[src/rtl/skid_buffer_if.sv]
// Handshake bundle for skid_buffer: upstream valid/ready/data, downstream
// valid/ready/data, the downstream load enable and the occupancy count.
// The master modport is the side that drives the stage's inputs; the slave
// modport is the stage itself.
interface skid_buffer_if #(
    parameter int unsigned WIDTH = 8
) ();

    logic             in_valid;
    logic             in_ready;
    logic [WIDTH-1:0] in_data;
    logic             out_valid;
    logic             out_ready;
    logic [WIDTH-1:0] out_data;
    logic             load_en;
    logic [1:0]       count;

    modport master (
        output in_valid,
        output in_data,
        output out_ready,
        input  in_ready,
        input  out_valid,
        input  out_data,
        input  load_en,
        input  count
    );

    modport slave (
        input  in_valid,
        input  in_data,
        input  out_ready,
        output in_ready,
        output out_valid,
        output out_data,
        output load_en,
        output count
    );

endinterface

[src/rtl/skid_buffer.sv]
// Two-entry valid/ready pipeline stage (main + skid register).
// Full throughput with one cycle of latency; in_ready is a flop, so there is
// no combinational path from out_ready to in_ready. load_en (out_valid &
// out_ready) is the only combinational output and feeds downstream flop
// enables.
// Optional feature macro: SKID_FLUSH_EN adds a synchronous flush input that
// empties the stage without touching the data registers.
module skid_buffer #(
    parameter int unsigned WIDTH = 8
) (
    input logic          clk,
    input logic          reset,
`ifdef SKID_FLUSH_EN
    input logic          flush,
`endif
    skid_buffer_if.slave bus
);

    typedef enum logic [1:0] {
        StEmpty = 2'd0,
        StBusy  = 2'd1,
        StFull  = 2'd2
    } state_e;

    state_e           state_q, state_d;
    logic             in_ready_q, in_ready_d;
    logic             out_valid_q, out_valid_d;
    logic [1:0]       count_q, count_d;
    logic [WIDTH-1:0] main_q;
    logic [WIDTH-1:0] skid_q;

    logic             in_fire;
    logic             out_fire;
    logic             flush_req;
    logic             main_load;
    logic             main_from_skid;
    logic             skid_load;

`ifdef SKID_FLUSH_EN
    assign flush_req = flush;
`else
    assign flush_req = 1'b0;
`endif

    assign in_fire  = bus.in_valid & in_ready_q;
    assign out_fire = out_valid_q & bus.out_ready;

    assign bus.in_ready  = in_ready_q;
    assign bus.out_valid = out_valid_q;
    assign bus.out_data  = main_q;
    assign bus.count     = count_q;
    assign bus.load_en   = out_valid_q & bus.out_ready;

    // State register; reset wins over everything.
    always_ff @(posedge clk) begin
        if (reset) begin
            state_q <= StEmpty;
        end else begin
            state_q <= state_d;
        end
    end

    // Next-state logic; flush empties the stage regardless of either handshake.
    always_comb begin
        state_d = state_q;
        unique case (state_q)
            StEmpty: begin
                if (in_fire) begin
                    state_d = StBusy;
                end
            end
            StBusy: begin
                if (in_fire && !out_fire) begin
                    state_d = StFull;
                end else if (!in_fire && out_fire) begin
                    state_d = StEmpty;
                end
            end
            StFull: begin
                if (out_fire) begin
                    state_d = StBusy;
                end
            end
            default: state_d = StEmpty;
        endcase
        if (flush_req) begin
            state_d = StEmpty;
        end
    end

    // Data-register enables and next values of the registered status outputs.
    always_comb begin
        main_load      = 1'b0;
        main_from_skid = 1'b0;
        skid_load      = 1'b0;
        unique case (state_q)
            StEmpty: main_load = in_fire;
            StBusy: begin
                main_load = in_fire & out_fire;
                skid_load = in_fire & ~out_fire;
            end
            StFull: begin
                main_load      = out_fire;
                main_from_skid = 1'b1;
            end
            default: ;
        endcase
        // A flushed word is dropped; the data registers simply hold.
        if (flush_req) begin
            main_load = 1'b0;
            skid_load = 1'b0;
        end

        in_ready_d  = (state_d != StFull);
        out_valid_d = (state_d != StEmpty);
        unique case (state_d)
            StBusy:  count_d = 2'd1;
            StFull:  count_d = 2'd2;
            default: count_d = 2'd0;
        endcase
    end

    // Registered status outputs.
    always_ff @(posedge clk) begin
        if (reset) begin
            in_ready_q  <= 1'b1;
            out_valid_q <= 1'b0;
            count_q     <= 2'd0;
        end else begin
            in_ready_q  <= in_ready_d;
            out_valid_q <= out_valid_d;
            count_q     <= count_d;
        end
    end

    // Enable-flop data registers: main takes the skid word when draining FULL.
    always_ff @(posedge clk) begin
        if (reset) begin
            main_q <= '0;
            skid_q <= '0;
        end else begin
            if (main_load) begin
                main_q <= main_from_skid ? skid_q : bus.in_data;
            end
            if (skid_load) begin
                skid_q <= bus.in_data;
            end
        end
    end

endmodule

[src/flat_wrapper.sv]
// flat-port wrapper written by rule: the top's interface ports become plain ports
module skid_buffer_flat 
#(
    parameter int unsigned WIDTH = 8
)
  (clk, reset, bus_in_valid, bus_in_data, bus_out_ready, bus_in_ready, bus_out_valid, bus_out_data, bus_load_en, bus_count);
  skid_buffer_if #(.WIDTH(WIDTH)) bus_i ();
  input logic clk;
  input logic reset;
  input wire logic [$bits(bus_i.in_valid)-1:0] bus_in_valid;
  input wire logic [$bits(bus_i.in_data)-1:0] bus_in_data;
  input wire logic [$bits(bus_i.out_ready)-1:0] bus_out_ready;
  output wire logic [$bits(bus_i.in_ready)-1:0] bus_in_ready;
  output wire logic [$bits(bus_i.out_valid)-1:0] bus_out_valid;
  output wire logic [$bits(bus_i.out_data)-1:0] bus_out_data;
  output wire logic [$bits(bus_i.load_en)-1:0] bus_load_en;
  output wire logic [$bits(bus_i.count)-1:0] bus_count;
  assign bus_i.in_valid = bus_in_valid;
  assign bus_i.in_data = bus_in_data;
  assign bus_i.out_ready = bus_out_ready;
  assign bus_in_ready = bus_i.in_ready;
  assign bus_out_valid = bus_i.out_valid;
  assign bus_out_data = bus_i.out_data;
  assign bus_load_en = bus_i.load_en;
  assign bus_count = bus_i.count;
  skid_buffer #(.WIDTH(WIDTH)) u_core (.clk(clk), .reset(reset), .bus(bus_i));
endmodule
[config.mk]
export PLATFORM = sky130hd
export DESIGN_NAME = skid_buffer_flat
export DESIGN_NICKNAME = d
export VERILOG_FILES = /design/src/rtl/skid_buffer_if.sv /design/src/rtl/skid_buffer.sv /design/src/flat_wrapper.sv
export SDC_FILE = /design/constraint.sdc
export NUM_CORES = 1
export LEC_CHECK = 0
export ABC_AREA = 1
export BUFFER_PORTS_ARGS = -buffer_cell sky130_fd_sc_hd__buf_2
export CORE_MARGIN = 10
export CORE_UTILIZATION = 53
export DETAILED_ROUTE_END_ITERATION = 7
export PLACE_DENSITY = 0.76
export RECOVER_POWER = 25
export SYNTH_ARGS = -nofsm -noshare
export SYNTH_HDL_FRONTEND = slang
export SYNTH_SLANG_ARGS = --single-unit
[constraint.sdc]
create_clock -name clk -period 2.4 [get_ports clk]
set_input_delay 0.6 -clock clk [delete_from_list [all_inputs] [get_ports clk]]
set_output_delay 0.6 -clock clk [all_outputs]
set_load 0.1 [all_outputs]
==> results of run 1 <==
[flip-flops by register name, summed over array words and instances, names as in the netlist]
register	count
u_core.bus.out_data	8
u_core.skid_q	8
u_core.bus.count	2
u_core.state_q	2
u_core.bus.in_ready	1
u_core.bus.out_valid	1
[metrics by stage]
step	std cells	hold WS [ns]
3_5_place_dp	182	0.496
3_3_place_gp	182	0.492
6_report	186	0.469
2_1_floorplan	136	0.479
5_1_grt	186	0.463
4_1_cts	186	0.468
[final cells by class]
cell class                 instances  area, sq um
sequential                        22          440
multi-input combinational         95          392
inverter                          16         60.1
tap                               25         31.3
fill                             166          628
clock buffer                       4         36.3
timing repair buffer              24          120
[where the power goes]
group / switching [mW] / total [mW] / internal [mW]
Sequential: 0.0216 / 0.427 / 0.406
Combinational: 0.293 / 0.355 / 0.0622
Clock: 0.113 / 0.206 / 0.0926
[critical path, stage by stage (launching register included)]
cell and delay [ns]:
dfxtp_1 0.64, nand2_1 0.32, nand2_1 0.20, nand2_1 0.34
nor2_1 0.20, nor2_1 0.06
[final timing paths]
check,from,end,slack [ns],cells past startpoint
min reg2reg,u_core.bus.out_data[0],u_core.bus.out_data[0],0.51,4
min,reset,u_core.bus.out_valid,0.47,2
max reg2reg,u_core.state_q[1],u_core.bus.out_data[1],0.53,5
max,u_core.state_q[1],u_core.bus.out_data[1],0.53,5
[cells in the mapped netlist, types with 2 or more instances]
cell / count
buf_6: 2
o21ai_0: 8
a21oi_1: 4
nand2_4: 2
inv_2: 2
nand2_1: 35
inv_1: 14
nand3_1: 10
nor2_1: 33
dfxtp_1: 22
[layer usage]
layer,part of all wire,vias to the layer above,global-route usage
li1,-,463,-
met1,0.46,361,0.149
met2,0.45,22,0.187
met3,0.081,4,0.0346
met4,0.013,0,0.0573
met5,0,-,0
[layout by cell type (no fill, tap or decap)]
cell type and n:
a21oi_1 4, clkbuf_4 3, inv_1 14, nand2_1 38
buf_2 24, clkbuf_8 1, nor2_1 33, o21ai_2 1
nor2_2 1, o21ai_0 8, inv_2 2, nand3_1 10
dfxtp_1 22
[kinds of logic after synthesis]
group	share of synthesized area
and+or+nand+nor	0.364
DFF	0.471
buffers and inverters	0.0922
AOI/OAI and AO/OA	0.0735
==> run_results.csv, run 1 <==
group,metric,value,unit
outcome,status,"complete, no violations",
clock_tree,clockBufferDepth,2,
timing,worst_pin_slew,0.538,ns
timing,fmax,534,MHz
clock_tree,clk_latency,0.31,ns
power_and_ir_drop,total_power,0.988,mW
layout,diodes,0,
timing,slew_headroom,0.641,
global_route,grt-ovfl-total,0,
clock_tree,cts-resized-gates,0,
die,num_rows,15,
clock_tree,hold_buffers,0,
timing,fin_crit,1.87,ns
placement,gp_congestion,0.741,
global_route,grt_max_degree,19,
die,die_area,3850,sq um
logic_synthesis,synth_top_area_cell,"dfxtp_1",
placement,dp_hpwl,1420,um
clock_tree,cts_tree,"yes",
placement,place_ws,0.555,ns
drt,viasPerCell,4.57,
critical_path,worstPathArrival,2.09,ns
logic_synthesis,ys_ff_latch,22,
critical_path,path_class,"reg2reg",
logic_synthesis,avgSynthCellArea,6.88,sq um
drt,dr.pass1.iters,4,
layout,finalInstanceArea,1080,sq um
power_and_ir_drop,p_leak,0.607,nW
layout,drive_above_1_share,0.199,
logic_synthesis,synth_cell_types,14,
die,die_y,62.0,um
clock_tree,cts_setup_buffers,0,
logic_synthesis,synth_enable_flop_cells,0,
logic_synthesis,async_flop_share,0,
layout,post-route-util,0.632,
timing,post-route-period-util,0.780,
placement,port_buffers,24,
clock_tree,cts_root_buf,"clkbuf_4",
timing,rsz0062_at_grt,"no",
global_route,grt_pass1_wl,3570,um
die,io_pins,25,
global_route,antenna_found_initial,0,
drt,postRouteAntennaNets,0,
clock_tree,clk_pin_slew,0.12,ns
die,design.core.area,1710,sq um
logic_synthesis,synth-main-ff-cell,"dfxtp_1",
drt,drc_errors,0,
run,max_cap_viol_count,0,
die,die_w,62.0,um
placement,placed_area,1060,sq um
power_and_ir_drop,power_density,915,nW/um^2
clock_tree,cts_inserted_buffers,3,
layout,fin_nets,174,
timing,finalHoldViolCount,0,
timing,setup-tns-final,0,ns
timing,setup_viol,0,
logic_synthesis,netlist_instances,136,
layout,area_growth,15.4,%
drt,drt-initial-drc-count,24,
die,start_util,0.548,
clock_tree,cts.sinks,22,
logic_synthesis,yosys_warnings,0,
logic_synthesis,synth_top_area_frac,0.471,
logic_synthesis,synth_area_leaders,"dfxtp_1, nand2_1, nor2_1, inv_1, nand3_1",
timing,fin_worst_skew,0.00486,ns
critical_path,worstSetupStartpointType,"flop",
drt,drt_wl_total,2020,um
global_route,grt_use_total,0.121,
clock_tree,cts-htree-levels,1,
power_and_ir_drop,vdd_drop_max,592,uV
timing,fin_ws,0.527,ns
logic_synthesis,syn-num-nets,148,
critical_path,cp-end-kind,"flop",
critical_path,critPathRequiredTime,2.61,ns
min_path,min_path_type,"in2reg",
global_route,grt_pass1_vias,817,
logic_synthesis,synth.yosys.seq_area_share,0.471,
drt,num_vias,850,
drt,wl_per_cell,10.9,um
logic_synthesis,syn-cell-area,936,sq um
critical_path,crit_fanout,18,
timing,finalMaxSlewViolations,0,
(Power assumes the default switching activity.)
==> run 2: changes to the inputs <==
--- a/config.mk
+++ b/config.mk
@@ -5,12 +5,12 @@
 export SDC_FILE = /design/constraint.sdc
 export NUM_CORES = 1
 export LEC_CHECK = 0
-export ABC_AREA = 1
+export ABC_AREA = 0
 export BUFFER_PORTS_ARGS = -buffer_cell sky130_fd_sc_hd__buf_2
 export CORE_MARGIN = 10
-export CORE_UTILIZATION = 53
+export CORE_UTILIZATION = 50
 export DETAILED_ROUTE_END_ITERATION = 7
-export PLACE_DENSITY = 0.76
+export PLACE_DENSITY = 0.72
 export RECOVER_POWER = 25
 export SYNTH_ARGS = -nofsm -noshare
 export SYNTH_HDL_FRONTEND = slang
==> constraint.sdc (replaced) <==
create_clock -name clk -period 1.91 [get_ports clk]
set_input_delay 0.4775 -clock clk [delete_from_list [all_inputs] [get_ports clk]]
set_output_delay 0.4775 -clock clk [all_outputs]
set_load 0.1 [all_outputs]
==> run 2 against run 1 <==
  * First-iteration DRC count shrank 75%
  * Power grew 26%
  * Synthesized cell count shrank 35%
  * Clock power grew 23%
  * Critical path depth shrank 2
  * Critical path type is now reg2out
  * Critical endpoint is now bus_load_en
==> run_results.csv, run 2 <==
group,metric,value,unit
clock_tree,hold_buffers,0,
global_route,grt-ovfl-total,0,
power_and_ir_drop,p_leak,0.586,nW
clock_tree,clk_latency,0.30,ns
power_and_ir_drop,vdd_drop_max,634,uV
outcome,status,"complete, no violations",
timing,finalMaxSlewViolations,0,
clock_tree,cts_tree,"yes",
layout,diodes,0,
logic_synthesis,ys_ff_latch,22,
timing,fin_worst_skew,0.00172,ns
timing,setup-tns-final,0,ns
logic_synthesis,synth_area_leaders,"dfxtp_1, mux2i_1, a211oi_2, nor3_1, nor2_1",
layout,area_growth,19.7,%
critical_path,critPathRequiredTime,1.43,ns
layout,drive_above_1_share,0.368,
critical_path,slowest_stage,"dfxtp_1",
clock_tree,clk_pin_slew,0.12,ns
power_and_ir_drop,power_density,1090,nW/um^2
drt,num_vias,725,
drt,dr.pass1.iters,4,
logic_synthesis,yosysMostFrequentCell,"dfxtp_1",
global_route,grt_max_degree,21,
global_route,grt_use_total,0.0945,
logic_synthesis,syn-num-nets,100,
critical_path,timing.critical_path.buf_inv,2,
critical_path,crit_fanout,9,
logic_synthesis,async_flop_share,0,
placement,port_buffers,24,
die,num_rows,15,
critical_path,crit_chain,"nand2_1 > clkinvlp_4 > buf_12",
clock_tree,cts_inserted_buffers,3,
logic_synthesis,netlist_instances,88,
logic_synthesis,syn-cell-area,948,sq um
drt,drt_wl_total,1970,um
run,max_cap_viol_count,0,
die,die_area,4040,sq um
timing,fin_ws,0.115,ns
timing,finalHoldViolCount,0,
logic_synthesis,synth_cell_types,22,
logic_synthesis,synth_commonest_cells,"dfxtp_1, mux2i_1, nor2_1",
logic_synthesis,synth_top_area_frac,0.464,
layout,finalInstanceArea,1130,sq um
critical_path,cp-end-kind,"output pin",
logic_synthesis,synth_top_area_cell,"dfxtp_1",
power_and_ir_drop,total_power,1.24,mW
clock_tree,cts.sinks,22,
drt,drt-initial-drc-count,6,
die,io_pins,25,
layout,fin_nets,127,
logic_synthesis,avgSynthCellArea,10.8,sq um
drt,drc_errors,0,
logic_synthesis,synth.yosys.seq_area_share,0.464,
layout,post-route-util,0.643,
global_route,grt_pass1_wl,3210,um
critical_path,worstSetupStartpointType,"flop",
min_path,min_path_type,"in2reg",
die,die_y,63.6,um
timing,slew_headroom,0.638,
die,design.core.area,1760,sq um
drt,viasPerCell,5.22,
critical_path,cpPeakStageDelay,0.33,ns
logic_synthesis,synth_enable_flop_cells,0,
clock_tree,cts_root_buf,"clkbuf_4",
global_route,grt_pass1_vias,700,
layout,layout_common_cells,"buf_2, dfxtp_1, mux2i_1, nor2_1",
logic_synthesis,yosys_warnings,0,
critical_path,path_class,"reg2out",
die,start_util,0.538,
die,die_w,63.6,um
critical_path,worstPathArrival,1.32,ns
placement,place_ws,0.167,ns
clock_tree,cts-htree-levels,1,
timing,fmax,557,MHz
timing,rsz0062_at_grt,"no",
placement,gp_congestion,0.737,
clock_tree,clockBufferDepth,2,
drt,postRouteAntennaNets,0,
layout,final_common_cell,"buf_2",
clock_tree,cts_setup_buffers,0,
placement,dp_hpwl,1480,um
logic_synthesis,synth-main-ff-cell,"dfxtp_1",
timing,post-route-period-util,0.940,
clock_tree,cts-resized-gates,0,
timing,fin_crit,1.80,ns
drt,wl_per_cell,14.2,um
timing,worst_pin_slew,0.542,ns
global_route,antenna_found_initial,0,
timing,setup_viol,0,
placement,placed_area,1110,sq um
critical_path,cp_top_family,"buffers and inverters",
## run 2: changes by cell type after synthesis, moves of 8 or more
| cell | previous run | this run |
|---|---|---|
| a211oi_2 | 0 | 8 |
| inv_1 | 14 | 3 |
| o21ai_0 | 8 | 0 |
| mux2i_1 | 0 | 16 |
| nor3_1 | 0 | 8 |
| nand3_1 | 10 | 0 |
| nor2_1 | 33 | 10 |
| nand2_1 | 35 | 4 |
## run 2: layout make-up
| cell class | count | area (sq um) |
|---|---|---|
| sequential | 22 | 440 |
| clock buffer | 4 | 36.3 |
| timing repair buffer | 25 | 143 |
| multi-input combinational | 60 | 469 |
| fill | 163 | 629 |
| tap | 25 | 31.3 |
| inverter | 3 | 15.0 |
## run 2: routing by layer
layer | share of wire | GRT usage | routed length, um
met5 | 0 | 0 | 0
met4 | 0.0051 | 0.0410 | 10
met3 | 0.057 | 0.0318 | 113
met2 | 0.46 | 0.139 | 907
met1 | 0.48 | 0.121 | 938
## run 2: kinds of logic after synthesis
family,synth area share
AO/OA/AOI/OAI,0.179
buffers and inverters,0.0330
multiplexers,0.169
AND/OR/NAND/NOR,0.154
flip-flops,0.464
## run 2: worst min-delay path, delay by kind of cell
kind / cells / cell delay (ns)
buf+inv: 1 / 0.09
mux: 1 / 0.06
simple gates: 1 / 0.07
## run 2: final timing paths
kind,from,to,slack (ns),cells past startpoint
worst max-delay path,u_core.bus.out_valid,bus_load_en,0.11,3
worst min-delay path,bus_in_data[7],u_core.skid_q[7],0.41,3
worst max register to register,u_core.state_q[0],u_core.bus.out_data[3],0.31,4
worst min register to register,u_core.skid_q[3],u_core.skid_q[3],0.51,2
## run 2: through the flow
stage / std cells / hold slack, ns
after global placement: 135 / 0.473
after detailed placement: 135 / 0.486
after floorplan: 88 / 0.463
after global routing: 139 / 0.422
final: 139 / 0.414
after CTS: 139 / 0.412
## run 2: where the power goes
part           leakage [nW]  internal (mW)  switching [mW]
clock network        0.0210          0.116           0.137
registers             0.181          0.502          0.0250
logic                 0.385          0.108           0.354
==> run 3: changes to the inputs <==
--- a/config.mk
+++ b/config.mk
@@ -5,12 +5,12 @@
 export SDC_FILE = /design/constraint.sdc
 export NUM_CORES = 1
 export LEC_CHECK = 0
-export ABC_AREA = 0
+export ABC_AREA = 1
 export BUFFER_PORTS_ARGS = -buffer_cell sky130_fd_sc_hd__buf_2
 export CORE_MARGIN = 10
 export CORE_UTILIZATION = 50
 export DETAILED_ROUTE_END_ITERATION = 7
-export PLACE_DENSITY = 0.72
+export PLACE_DENSITY = 0.86
 export RECOVER_POWER = 25
 export SYNTH_ARGS = -nofsm -noshare
 export SYNTH_HDL_FRONTEND = slang
==> run 3 against run 2 <==
  * Setup slack improved by 0.19 ns
  * Non-clock buffer count is the same
  * Design area decreased by 1.3%
  * Clock-buffer cell count did not move
  * Clock power rose by 4%
  * Highest routed layer unchanged
  * Sequential cell count did not move
  * Combinational power about the same
==> run_results.csv, run 3 (synthesis gave the netlist of run 1 again) <==
group,metric,value,unit
outcome,status,"complete, no violations",
timing,slew_headroom,0.680,
timing,setup-tns-final,0,ns
layout,diodes,0,
critical_path,slowest_stage,"buf_2",
drt,postRouteAntennaNets,0,
global_route,grt_pass1_wl,3380,um
drt,dr.pass1.iters,5,
clock_tree,cts.sinks,22,
timing,finalMaxSlewViolations,0,
die,die_w,63.3,um
timing,worst_pin_slew,0.480,ns
power_and_ir_drop,p_leak,0.614,nW
critical_path,cpPeakStageDelay,0.44,ns
critical_path,cp.depth,1,
timing,fin_crit,1.61,ns
drt,drc_errors,0,
min_path,min_path_type,"in2reg",
critical_path,crit_chain,"buf_2",
timing,fmax,622,MHz
clock_tree,hold_buffers,0,
drt,viasPerCell,4.67,
timing,post-route-period-util,0.842,
critical_path,worstSetupStartpointType,"flop",
min_path,whs_path_depth,2,
clock_tree,clk_pin_slew,0.12,ns
timing,setup_viol,0,
clock_tree,cts_root_buf,"clkbuf_4",
die,num_rows,15,
clock_tree,cts_setup_buffers,0,
clock_tree,cts_inserted_buffers,3,
drt,drt_wl_total,2050,um
layout,final_common_cell,"nand2_1",
layout,ff_latch_area,442,sq um
global_route,grt-ovfl-total,0,
drt,wl_per_cell,11.0,um
layout,fin_cells,187,
run,max_cap_viol_count,0,
die,die_area,4000,sq um
drt,num_vias,874,
layout,area_growth,19.7,%
layout,fillCellCount,164,
layout,fin_nets,175,
critical_path,reg2reg_depth,7,
layout,post-route-util,0.642,
critical_path,cp-end-kind,"output pin",
placement,dp_hpwl,1510,um
critical_path,crit_fanout,3,
die,io_pins,25,
placement,dp.cells,183,
power_and_ir_drop,power_density,1130,nW/um^2
global_route,grt_pass1_vias,774,
critical_path,cp_top_family,"buffers and inverters",
die,design.core.area,1750,sq um
clock_tree,cts_tree,"yes",
timing,fin_worst_skew,0.00102,ns
timing,rsz0062_at_grt,"no",
clock_tree,cts-htree-levels,1,
clock_tree,cts-resized-gates,0,
placement,gp_congestion,0.773,
drt,drt-initial-drc-count,12,
placement,port_buffers,24,
critical_path,critPathRequiredTime,1.43,ns
die,start_util,0.536,
clock_tree,clk_latency,0.32,ns
timing,finalHoldViolCount,0,
critical_path,worstPathArrival,1.13,ns
global_route,antenna_found_initial,0,
layout,drive_above_1_share,0.216,
die,die_y,63.3,um
clock_tree,clockBufferDepth,2,
global_route,grt_max_degree,19,
layout,multi_input_area,404,sq um
power_and_ir_drop,vdd_drop_max,818,uV
critical_path,path_class,"reg2out",
layout,layout_common_cells,"nand2_1, nor2_1, buf_2, dfxtp_1, inv_1",
critical_path,timing.critical_path.buf_inv,1,
global_route,grt_use_total,0.102,
## run 3: cell types whose count changed in the layout (fill, tap and decap cells not counted), sizes merged, moves of 9 or more
cell	delta
mux2i	-16
nand3	+9
nand2	+34
nor2	+24
inv	+12
## run 3: worst paths after layout
kind	end	startpoint	slack [ns]
worst max register to register	u_core.bus.out_data[7]	u_core.state_q[1]	0.42
worst max-delay path	bus_in_ready	u_core.bus.in_ready	0.30
worst min register to register	u_core.bus.out_data[3]	u_core.bus.out_data[3]	0.52
worst min-delay path	u_core.bus.out_valid	reset	0.33
## run 3: per-stage QoR
step	setup WS [ns]	hold WS [ns]	power [mW]	cell area (sq um)
floorplan	0.0679	0.479	0.939	941
global route	0.243	0.322	1.33	1120
detailed placement	0.413	0.495	1.01	1090
global placement	0.433	0.488	1.00	1090
finish	0.301	0.335	1.26	1120
CTS	0.301	0.336	1.27	1120
## run 3: power by group
group | switching [mW] | internal, mW | leakage, nW
combinational | 0.375 | 0.0871 | 0.412
clock | 0.145 | 0.117 | 0.0210
sequential | 0.0268 | 0.510 | 0.181
total | 0.548 | 0.714 | 0.614
## run 3: area by class of cell
| class | count | area share |
|---|---|---|
| Multi-Input combinational cell | 95 | 0.361 |
| Tap cell | 25 | 0.0279 |
| Sequential cell | 22 | 0.394 |
| Timing Repair Buffer | 25 | 0.127 |
| Inverter | 16 | 0.0570 |
| Clock buffer | 4 | 0.0324 |
## run 3: worst reg2reg max path: stages, from the launching register on
cell	delay, ns
dfxtp_1	0.64
clkinv_1	0.14
nand3_1	0.12
nand2_1	0.13
nand2_4	0.19
nand2_1	0.08
nand2_1	0.06
nor2_1	0.05
## run 3: per-layer routing
layer	wire length [um]	vias to the layer above	track usage
met5	0	-	0
met4	47	0	0.0519
met3	167	7	0.0389
met2	967	25	0.155
met1	865	374	0.122
li1	-	468	-
